### config.mk
export PLATFORM = sky130hd
export DESIGN_NAME = cp0_int_ctrl
export DESIGN_NICKNAME = d
export VERILOG_FILES = /design/src/rtl/cp0_int_ctrl.sv
export SDC_FILE = /design/constraint.sdc
export NUM_CORES = 1
export LEC_CHECK = 0
export ABC_AREA = 1
export CAP_MARGIN = 40
export CELL_PAD_IN_SITES_DETAIL_PLACEMENT = 1
export CELL_PAD_IN_SITES_GLOBAL_PLACEMENT = 2
export CORE_MARGIN = 5
export CORE_UTILIZATION = 20
export DETAILED_ROUTE_END_ITERATION = 7
export GPL_ROUTABILITY_DRIVEN = 0
export HOLD_SLACK_MARGIN = 0.08
export PLACE_DENSITY = 0.88
export REMOVE_ABC_BUFFERS = 1
export SYNTH_ARGS = -nofsm -noshare
export SYNTH_HDL_FRONTEND = slang
export SYNTH_SLANG_ARGS = --single-unit
### constraint.sdc
create_clock -name clk -period 1.85 [get_ports clk]
set_clock_uncertainty 0.05 [all_clocks]
set_input_delay 0.37 -clock clk [delete_from_list [all_inputs] [get_ports clk]]
set_output_delay 0.37 -clock clk [all_outputs]
set_load 0.01 [all_outputs]
### src/rtl/cp0_int_ctrl.sv
// CP0 for the P7 MIPS core: holds SR/Cause/EPC/PRId, arbitrates device interrupts and
// M-stage exceptions into one Req, and services mfc0/mtc0/eret.
module cp0_int_ctrl #(
  parameter logic [31:0] PRID_VAL   = 32'h0019_0701,
  parameter logic [31:0] HANDLER_PC = 32'h0000_4180
) (
  input  logic        clk,
  input  logic        reset,
  input  logic [4:0]  RdAddr,
  input  logic [4:0]  WrAddr,
  input  logic        WE,
  input  logic [31:0] DIn,
  input  logic [31:0] PC,
  input  logic        BD,
  input  logic [4:0]  ExcCode,
  input  logic [5:0]  HWInt,
  input  logic        EXLClr,
  output logic [31:0] DOut,
  output logic        Req,
  output logic [31:0] EPCOut,
  output logic [31:0] HandlerPC
);

  localparam logic [4:0] AddrSr    = 5'd12;
  localparam logic [4:0] AddrCause = 5'd13;
  localparam logic [4:0] AddrEpc   = 5'd14;
  localparam logic [4:0] AddrPrid  = 5'd15;

  logic [5:0]  sr_im_q, sr_im_d;
  logic        sr_exl_q, sr_exl_d;
  logic        sr_ie_q, sr_ie_d;
  logic        cause_bd_q, cause_bd_d;
  logic [5:0]  cause_ip_q, cause_ip_d;
  logic [4:0]  cause_exc_q, cause_exc_d;
  logic [31:0] epc_q, epc_d;

  logic        int_pend;
  logic        exc_pend;
  logic [31:0] epc_victim;
  logic [31:0] sr_val;
  logic [31:0] cause_val;

  always_comb begin
    int_pend   = (|(HWInt & sr_im_q)) & sr_ie_q & ~sr_exl_q;
    exc_pend   = (ExcCode != 5'd0) & ~sr_exl_q;
    Req        = int_pend | exc_pend;
    // Delay-slot faults restart at the branch so the branch is re-executed.
    epc_victim = BD ? (PC - 32'd4) : PC;
  end

  always_comb begin
    sr_im_d     = sr_im_q;
    sr_exl_d    = sr_exl_q;
    sr_ie_d     = sr_ie_q;
    cause_bd_d  = cause_bd_q;
    cause_ip_d  = HWInt;
    cause_exc_d = cause_exc_q;
    epc_d       = epc_q;

    if (Req) begin
      sr_exl_d    = 1'b1;
      cause_exc_d = int_pend ? 5'd0 : ExcCode;
      cause_bd_d  = BD;
      epc_d       = epc_victim & 32'hFFFF_FFFC;
    end else if (EXLClr) begin
      sr_exl_d = 1'b0;
    end else if (WE) begin
      case (WrAddr)
        AddrSr: begin
          sr_im_d  = DIn[15:10];
          sr_exl_d = DIn[1];
          sr_ie_d  = DIn[0];
        end
        AddrEpc: epc_d = DIn & 32'hFFFF_FFFC;
        default: ;
      endcase
    end
  end

  always_ff @(posedge clk) begin
    if (!reset) begin
      sr_im_q     <= '0;
      sr_exl_q    <= 1'b0;
      sr_ie_q     <= 1'b0;
      cause_bd_q  <= 1'b0;
      cause_ip_q  <= '0;
      cause_exc_q <= '0;
      epc_q       <= '0;
    end else begin
      sr_im_q     <= sr_im_d;
      sr_exl_q    <= sr_exl_d;
      sr_ie_q     <= sr_ie_d;
      cause_bd_q  <= cause_bd_d;
      cause_ip_q  <= cause_ip_d;
      cause_exc_q <= cause_exc_d;
      epc_q       <= epc_d;
    end
  end

  always_comb begin
    sr_val    = {16'd0, sr_im_q, 8'd0, sr_exl_q, sr_ie_q};
    cause_val = {cause_bd_q, 15'd0, cause_ip_q, 3'd0, cause_exc_q, 2'd0};
    case (RdAddr)
      AddrSr:    DOut = sr_val;
      AddrCause: DOut = cause_val;
      AddrEpc:   DOut = epc_q;
      AddrPrid:  DOut = PRID_VAL;
      default:   DOut = 32'd0;
    endcase
    EPCOut    = epc_q;
    HandlerPC = HANDLER_PC;
  end

endmodule

==> flow_metrics.env, run 1 <==
export IMPL_rsz0062_at_grt="no"
export IMPL_ys_types=42
export IMPL_timing_setup_tns_ps=0
export IMPL_cp_max_fo=4
export IMPL_netlist_area_sq_um=3930
export IMPL_overflow=0
export IMPL_wl_mm=16.3
export IMPL_dr_first_iter_drc_count=148
export IMPL_synthFlopType="dfxtp_1"
export IMPL_drv_slew=0
export IMPL_p_total_mw=3.17
export IMPL_antenna_found_initial=0
export IMPL_post_route_period_util=0.962
export IMPL_syn_area_per_cell_sq_um=6.37
export IMPL_clockBufferDepth=2
export IMPL_grt_max_degree=26
export IMPL_p_switching_uw=974
export IMPL_critPathTopFamily="buffers and inverters"
export IMPL_h_tree_depth=2
export IMPL_powerDensity_nw_per_um2=505
export IMPL_cp_cell_sequence="clkdlybuf4s50_1 > a21oi_2 > nand2_2 > nand3_4 > nand2_8 > buf_6"
export IMPL_max_cap_violations=0
export IMPL_grt_pass1_wl_mm=25.1
export IMPL_p_clk_frac=0.300
export IMPL_grtUsageTotal=0.143
export IMPL_seq_area_sq_um=1000
export IMPL_clk_pin_slew_worst_paths_ps=70
export IMPL_wl_per_cell_um=14.9
export IMPL_route_detailed_drc=0
export IMPL_p_leak_nw=3.05
export IMPL_fp_dieArea_sq_um=22500
export IMPL_drt_met1_wl_mm=7.31
export IMPL_worst_hold_path_type="primary input to flip-flop"
export IMPL_top_layer="met4"
export IMPL_p_int_mw=2.20
export IMPL_postLayoutCellArea_sq_um=6290
export IMPL_multi_input_area_sq_um=2440
export IMPL_post_route_min_period_ps=1780
export IMPL_vias=4401
export IMPL_switching_share=0.307
export IMPL_cts_sinks=50
export IMPL_max_freq_ghz=0.562
export IMPL_grt_pass1_vias=4501
export IMPL_fin_nets=916
export IMPL_cts_root_buf="clkbuf_16"
export IMPL_pwr_share_comb=0.316
export IMPL_io_buffers=150
export IMPL_critPathMaxStageDelay_ps=440
export IMPL_cts_made_buffers=5
export IMPL_crit_required_ps=1430
export IMPL_async_flop_share=0
export IMPL_setup_viol_count_final=0
export IMPL_pwr_share_seq=0.385
export IMPL_clkLatencyLatePin_ps=290
export IMPL_crit_type="primary input to output port"
export IMPL_ios=187
export IMPL_yosys_area_top_type="dfxtp_1"
export IMPL_rows=51
export IMPL_synth_top_area_frac=0.255
export IMPL_hold_violations=0
export IMPL_core_area_sq_um=19400
export IMPL_ctsHoldBuffers=0
export IMPL_synth_most_common_cell="nand2_1"
export IMPL_ir_worst_vdd_v=0.000326
export IMPL_die_w_um=150
export IMPL_routed_via_density=4.03
export IMPL_end_kind="output port"
export IMPL_cpMaxStageDelayCell="clkdlybuf4s50_1"
export IMPL_initial_core_util=0.202
export IMPL_cts_tree="done"
export IMPL_synth_common_cells="197 x nand2_1, 65 x nor2_1, 62 x inv_1"
export IMPL_status="finished, final reports clean"
export IMPL_yosys_top_cells_area="dfxtp_1 26%, nand2_1 19%, buf_4 7.3%, nor2_1 6.2%, inv_1 5.9%"
export IMPL_netlist_instances=616
export IMPL_met2_length_mm=7.93
export IMPL_dr_wl_met3_um=897
export IMPL_postPlaceCellArea_sq_um=6060
export IMPL_ant_nets=0
export IMPL_timing_hold_ws_ps=283
export IMPL_area_growth_pct=60.2
export IMPL_layout_drive_gt1_share=0.215
export IMPL_dpl_hpwl_mm=13.6
export IMPL_yosys_warnings=0
export IMPL_dr_pass1_iters=4
export IMPL_fillCellCount=2505
export IMPL_critPathBufInv=2
export IMPL_critPathLaunchType="primary input"
export IMPL_synth_edf_count=0
export IMPL_arrival_ps=1360
export IMPL_ys_seq_elements=50
export IMPL_yosysSeqAreaShare=0.255
export IMPL_die_h_um=150
==> cell families after synthesis <==
group | after synthesis | share of synthesized area
and+or+nand+nor | 339 | 0.414
buffers and inverters | 130 | 0.172
AOI/OAI and AO/OA | 79 | 0.118
DFF | 50 | 0.255
xor gates and xnor gates | 15 | 0.0354
other | 2 | 0.00191
adders and majority gates | 1 | 0.00319
==> cell usage in the layout (no fill, tap or decap), drive strengths merged, types with 6 or more instances in the layout <==
cell type | netlist | layout
a21oi | 32 | 32
dlygate4sd2 | 0 | 28
dfxtp | 50 | 50
a31oi | 6 | 6
clkdlybuf4s50 | 0 | 88
nand3 | 34 | 34
clkbuf | 7 | 11
nand4 | 7 | 7
dlymetal6s2s | 0 | 9
o21ai | 30 | 30
buf | 47 | 91
nor2 | 88 | 88
nand2 | 204 | 204
inv | 72 | 72
xor2 | 10 | 10
conb | 2 | 34
==> layer usage <==
layer,GRT usage,vias to the layer above
met3,0.0286,7
met5,0,-
met4,0.0265,0
met2,0.248,99
li1,-,2270
met1,0.185,2025
==> timing repair <==
action,4_1_cts,5_1_grt
setup buffers,5,5
endpoints found under the setup margin,68,55
resized for setup,135,25
cloned,0,0
pin swaps,15,15
==> power by group through the flow <==
stage / registers, mW / logic, mW / clock network [mW]
finish: 1.22 / 1.00 / 0.951
floorplan: 1.26 / 0.347 / 0
CTS: 1.22 / 1.00 / 0.996
global route: 1.24 / 1.10 / 1.03
global placement: 1.25 / 0.985 / 0
detailed placement: 1.25 / 0.998 / 0
==> tightest hold or removal path, stage by stage <==
cell and delay [ps]:
dlymetal6s2s_1 120, nand2_1 60, inv_1 40
==> area by class of cell <==
type / instances / share of cell area
flip-flops and latches: 50 / 0.159
well taps: 265 / 0.0527
clock inverters: 1 / 0.000796
clock buffers: 7 / 0.0227
multi-input cells: 468 / 0.388
diodes: 1 / 0.000398
inverters: 76 / 0.0481
repair buffers: 224 / 0.328
==> path summary, 6_finish.rpt <==
check / startpoint / to / slack [ps] / depth (start not counted)
worst max-delay path: HWInt[5] / Req / 70 / 6
worst min-delay path: HWInt[4] / cause_ip_q[4]$_SDFF_PN0_ / 280 / 3
worst max register to register: sr_im_q[1]$_SDFFE_PN0P_ / EPCOut[2]$_SDFFE_PN0P_ / 160 / 12
worst min register to register: cause_exc_q[2]$_SDFFE_PN0N_ / cause_exc_q[2]$_SDFFE_PN0N_ / 430 / 2
==> stage by stage <==
stage / setup slack, ps / cells / utilization
after floorplan: 130 / 594 / -
after CTS: 1.91 / 1086 / 0.320
after detailed placement: -708 / 1073 / 0.312
after global routing: 0.121 / 1091 / 0.324
final: 69.9 / 1092 / 0.324
after global placement: -688 / 1073 / 0.312
==> flip-flops by register name (all words and copies together), names as in the netlist <==
name	count
cause_bd_q	1
sr_ie_q	1
sr_exl_q	1
sr_im_q	6
cause_exc_q	5
EPCOut	30
cause_ip_q	6
Power figures use the tool's default switching activity.
==> inputs of run 2 (changes only) <==
Settings changed: CELL_PAD_IN_SITES_DETAIL_PLACEMENT 1 to not set, CELL_PAD_IN_SITES_GLOBAL_PLACEMENT 2 to not set, CORE_UTILIZATION 20 to 42, PLACE_DENSITY 0.88 to 0.9.
==> flow_metrics.env, run 2 (synthesis results as in run 1) <==
export IMPL_status="finished with violations"
export IMPL_violations="negative setup slack"
export IMPL_grt_pass1_wl_mm=21.5
export IMPL_clockBufferDepth=2
export IMPL_max_freq_ghz=0.538
export IMPL_core_area_sq_um=9200
export IMPL_clk_pin_slew_worst_paths_ps=90
export IMPL_dr_first_iter_drc_count=203
export IMPL_p_leak_nw=2.97
export IMPL_arrival_ps=1440
export IMPL_fin_util=0.657
export IMPL_fp_dieArea_sq_um=11400
export IMPL_cp_max_fo=4
export IMPL_dr_pass1_iters=4
export IMPL_cts_sinks=50
export IMPL_fillCellCount=789
export IMPL_drv_slew=0
export IMPL_crit_required_ps=1430
export IMPL_ctsHoldBuffers=0
export IMPL_post_route_min_period_ps=1860
export IMPL_fin_nets=920
export IMPL_grt_pass1_vias=4376
export IMPL_cts_root_buf="clkbuf_8"
export IMPL_grtUsageTotal=0.235
export IMPL_cts_tree="done"
export IMPL_end_kind="output port"
export IMPL_crit_type="primary input to output port"
export IMPL_area_growth_pct=54.0
export IMPL_powerDensity_nw_per_um2=474
export IMPL_ir_worst_vdd_v=0.000283
export IMPL_layout_drive_gt1_share=0.233
export IMPL_wl_per_cell_um=14.8
export IMPL_routed_via_density=4.79
export IMPL_clkLatencyLatePin_ps=300
export IMPL_max_cap_violations=0
export IMPL_ios=187
export IMPL_vias=4507
export IMPL_rsz0062_at_grt="yes"
export IMPL_cts_made_buffers=5
export IMPL_die_h_um=107
export IMPL_initial_core_util=0.427
export IMPL_io_buffers=150
export IMPL_post_route_period_util=1.00
export IMPL_layout_cells_non_filler=940
export IMPL_h_tree_depth=2
export IMPL_antenna_found_initial=0
export IMPL_place_inst=924
export IMPL_die_w_um=107
export IMPL_ant_nets=0
export IMPL_critPathLaunchType="primary input"
export IMPL_largest_reg_flops=30
export IMPL_layout_commonest_cell="nand2_1"
export IMPL_overflow=0
export IMPL_wl_mm=13.9
export IMPL_timing_final_ws_setup_ps=-7.32
export IMPL_grt_max_degree=27
export IMPL_p_total_mw=2.86
export IMPL_diodes=0
export IMPL_dpl_hpwl_mm=11.1
export IMPL_rows=35
export IMPL_setup_viol_count_final=1
export IMPL_timing_hold_ws_ps=350
export IMPL_route_detailed_drc=0
export IMPL_final_cell_mix="191 x nand2_1, 98 x clkdlybuf4s50_1, 64 x buf_4"
export IMPL_worst_hold_path_type="primary input to flip-flop"
export IMPL_hold_violations=0
export IMPL_pre_cts_slack_ps=-679
## run 2: power breakdown
group          leakage (nW)  internal (mW)  total (mW)  switching [mW]
combinational          2.52          0.513        1.00           0.488
sequential            0.415           1.16        1.22          0.0653
clock                0.0373          0.261       0.639           0.378
## run 2: final timing paths
check,from,to,slack [ps],cells after the start
worst min register to register,cause_exc_q[0]$_SDFFE_PN0N_,cause_exc_q[0]$_SDFFE_PN0N_,420,2
worst max register to register,sr_im_q[0]$_SDFFE_PN0P_,EPCOut[30]$_SDFFE_PN0P_,160,13
worst min-delay path,HWInt[0],cause_ip_q[0]$_SDFF_PN0_,350,3
worst max-delay path,RdAddr[4],DOut[6],-7,7
## run 2: through the flow
stage	TNS [ps]	area, sq um
finish	-7.32	6040
floorplan	0	3670
CTS	0	5980
global route	-118	6040
global placement	-31240	5920
detailed placement	-32920	5920
## run 2: what timing repair did
item,CTS,global route
gates resized for setup,124,44
gates cloned,1,1
endpoints found under the setup margin,55,42
setup buffers,3,4
pin swaps,15,18
hold endpoints to repair,0,0
## run 2: cell type report
class	instances	area [sq um]	area share
inverters	76	313	0.0518
well taps	111	139	0.0230
clock inverters	1	7.51	0.00124
flip-flops and latches	50	1000	0.166
repair buffers	228	2080	0.345
multi-input cells	468	2430	0.402
clock buffers	6	72.6	0.0120
## run 2: worst max-delay path, cell delays in order
cell,delay [ps]
clkdlybuf4s15_1,230
nor2_2,180
nand2_2,80
inv_4,90
clkbuf_16,140
a22o_1,170
buf_2,160
## run 2: routing by layer
| metal | track usage | up-vias | part of all wire |
|---|---|---|---|
| met5 | 0 | - | 0 |
| met4 | 0.0804 | 0 | 0.028 |
| met3 | 0.0403 | 28 | 0.062 |
| met2 | 0.419 | 175 | 0.49 |
| met1 | 0.284 | 2031 | 0.42 |
| li1 | - | 2273 | - |
==> inputs of run 3 (changes only) <==
Settings changed: GPL_TIMING_DRIVEN set to 1.
==> results of run 3 <==
The final DEF is identical to that of run 2; final timing and power are the same.
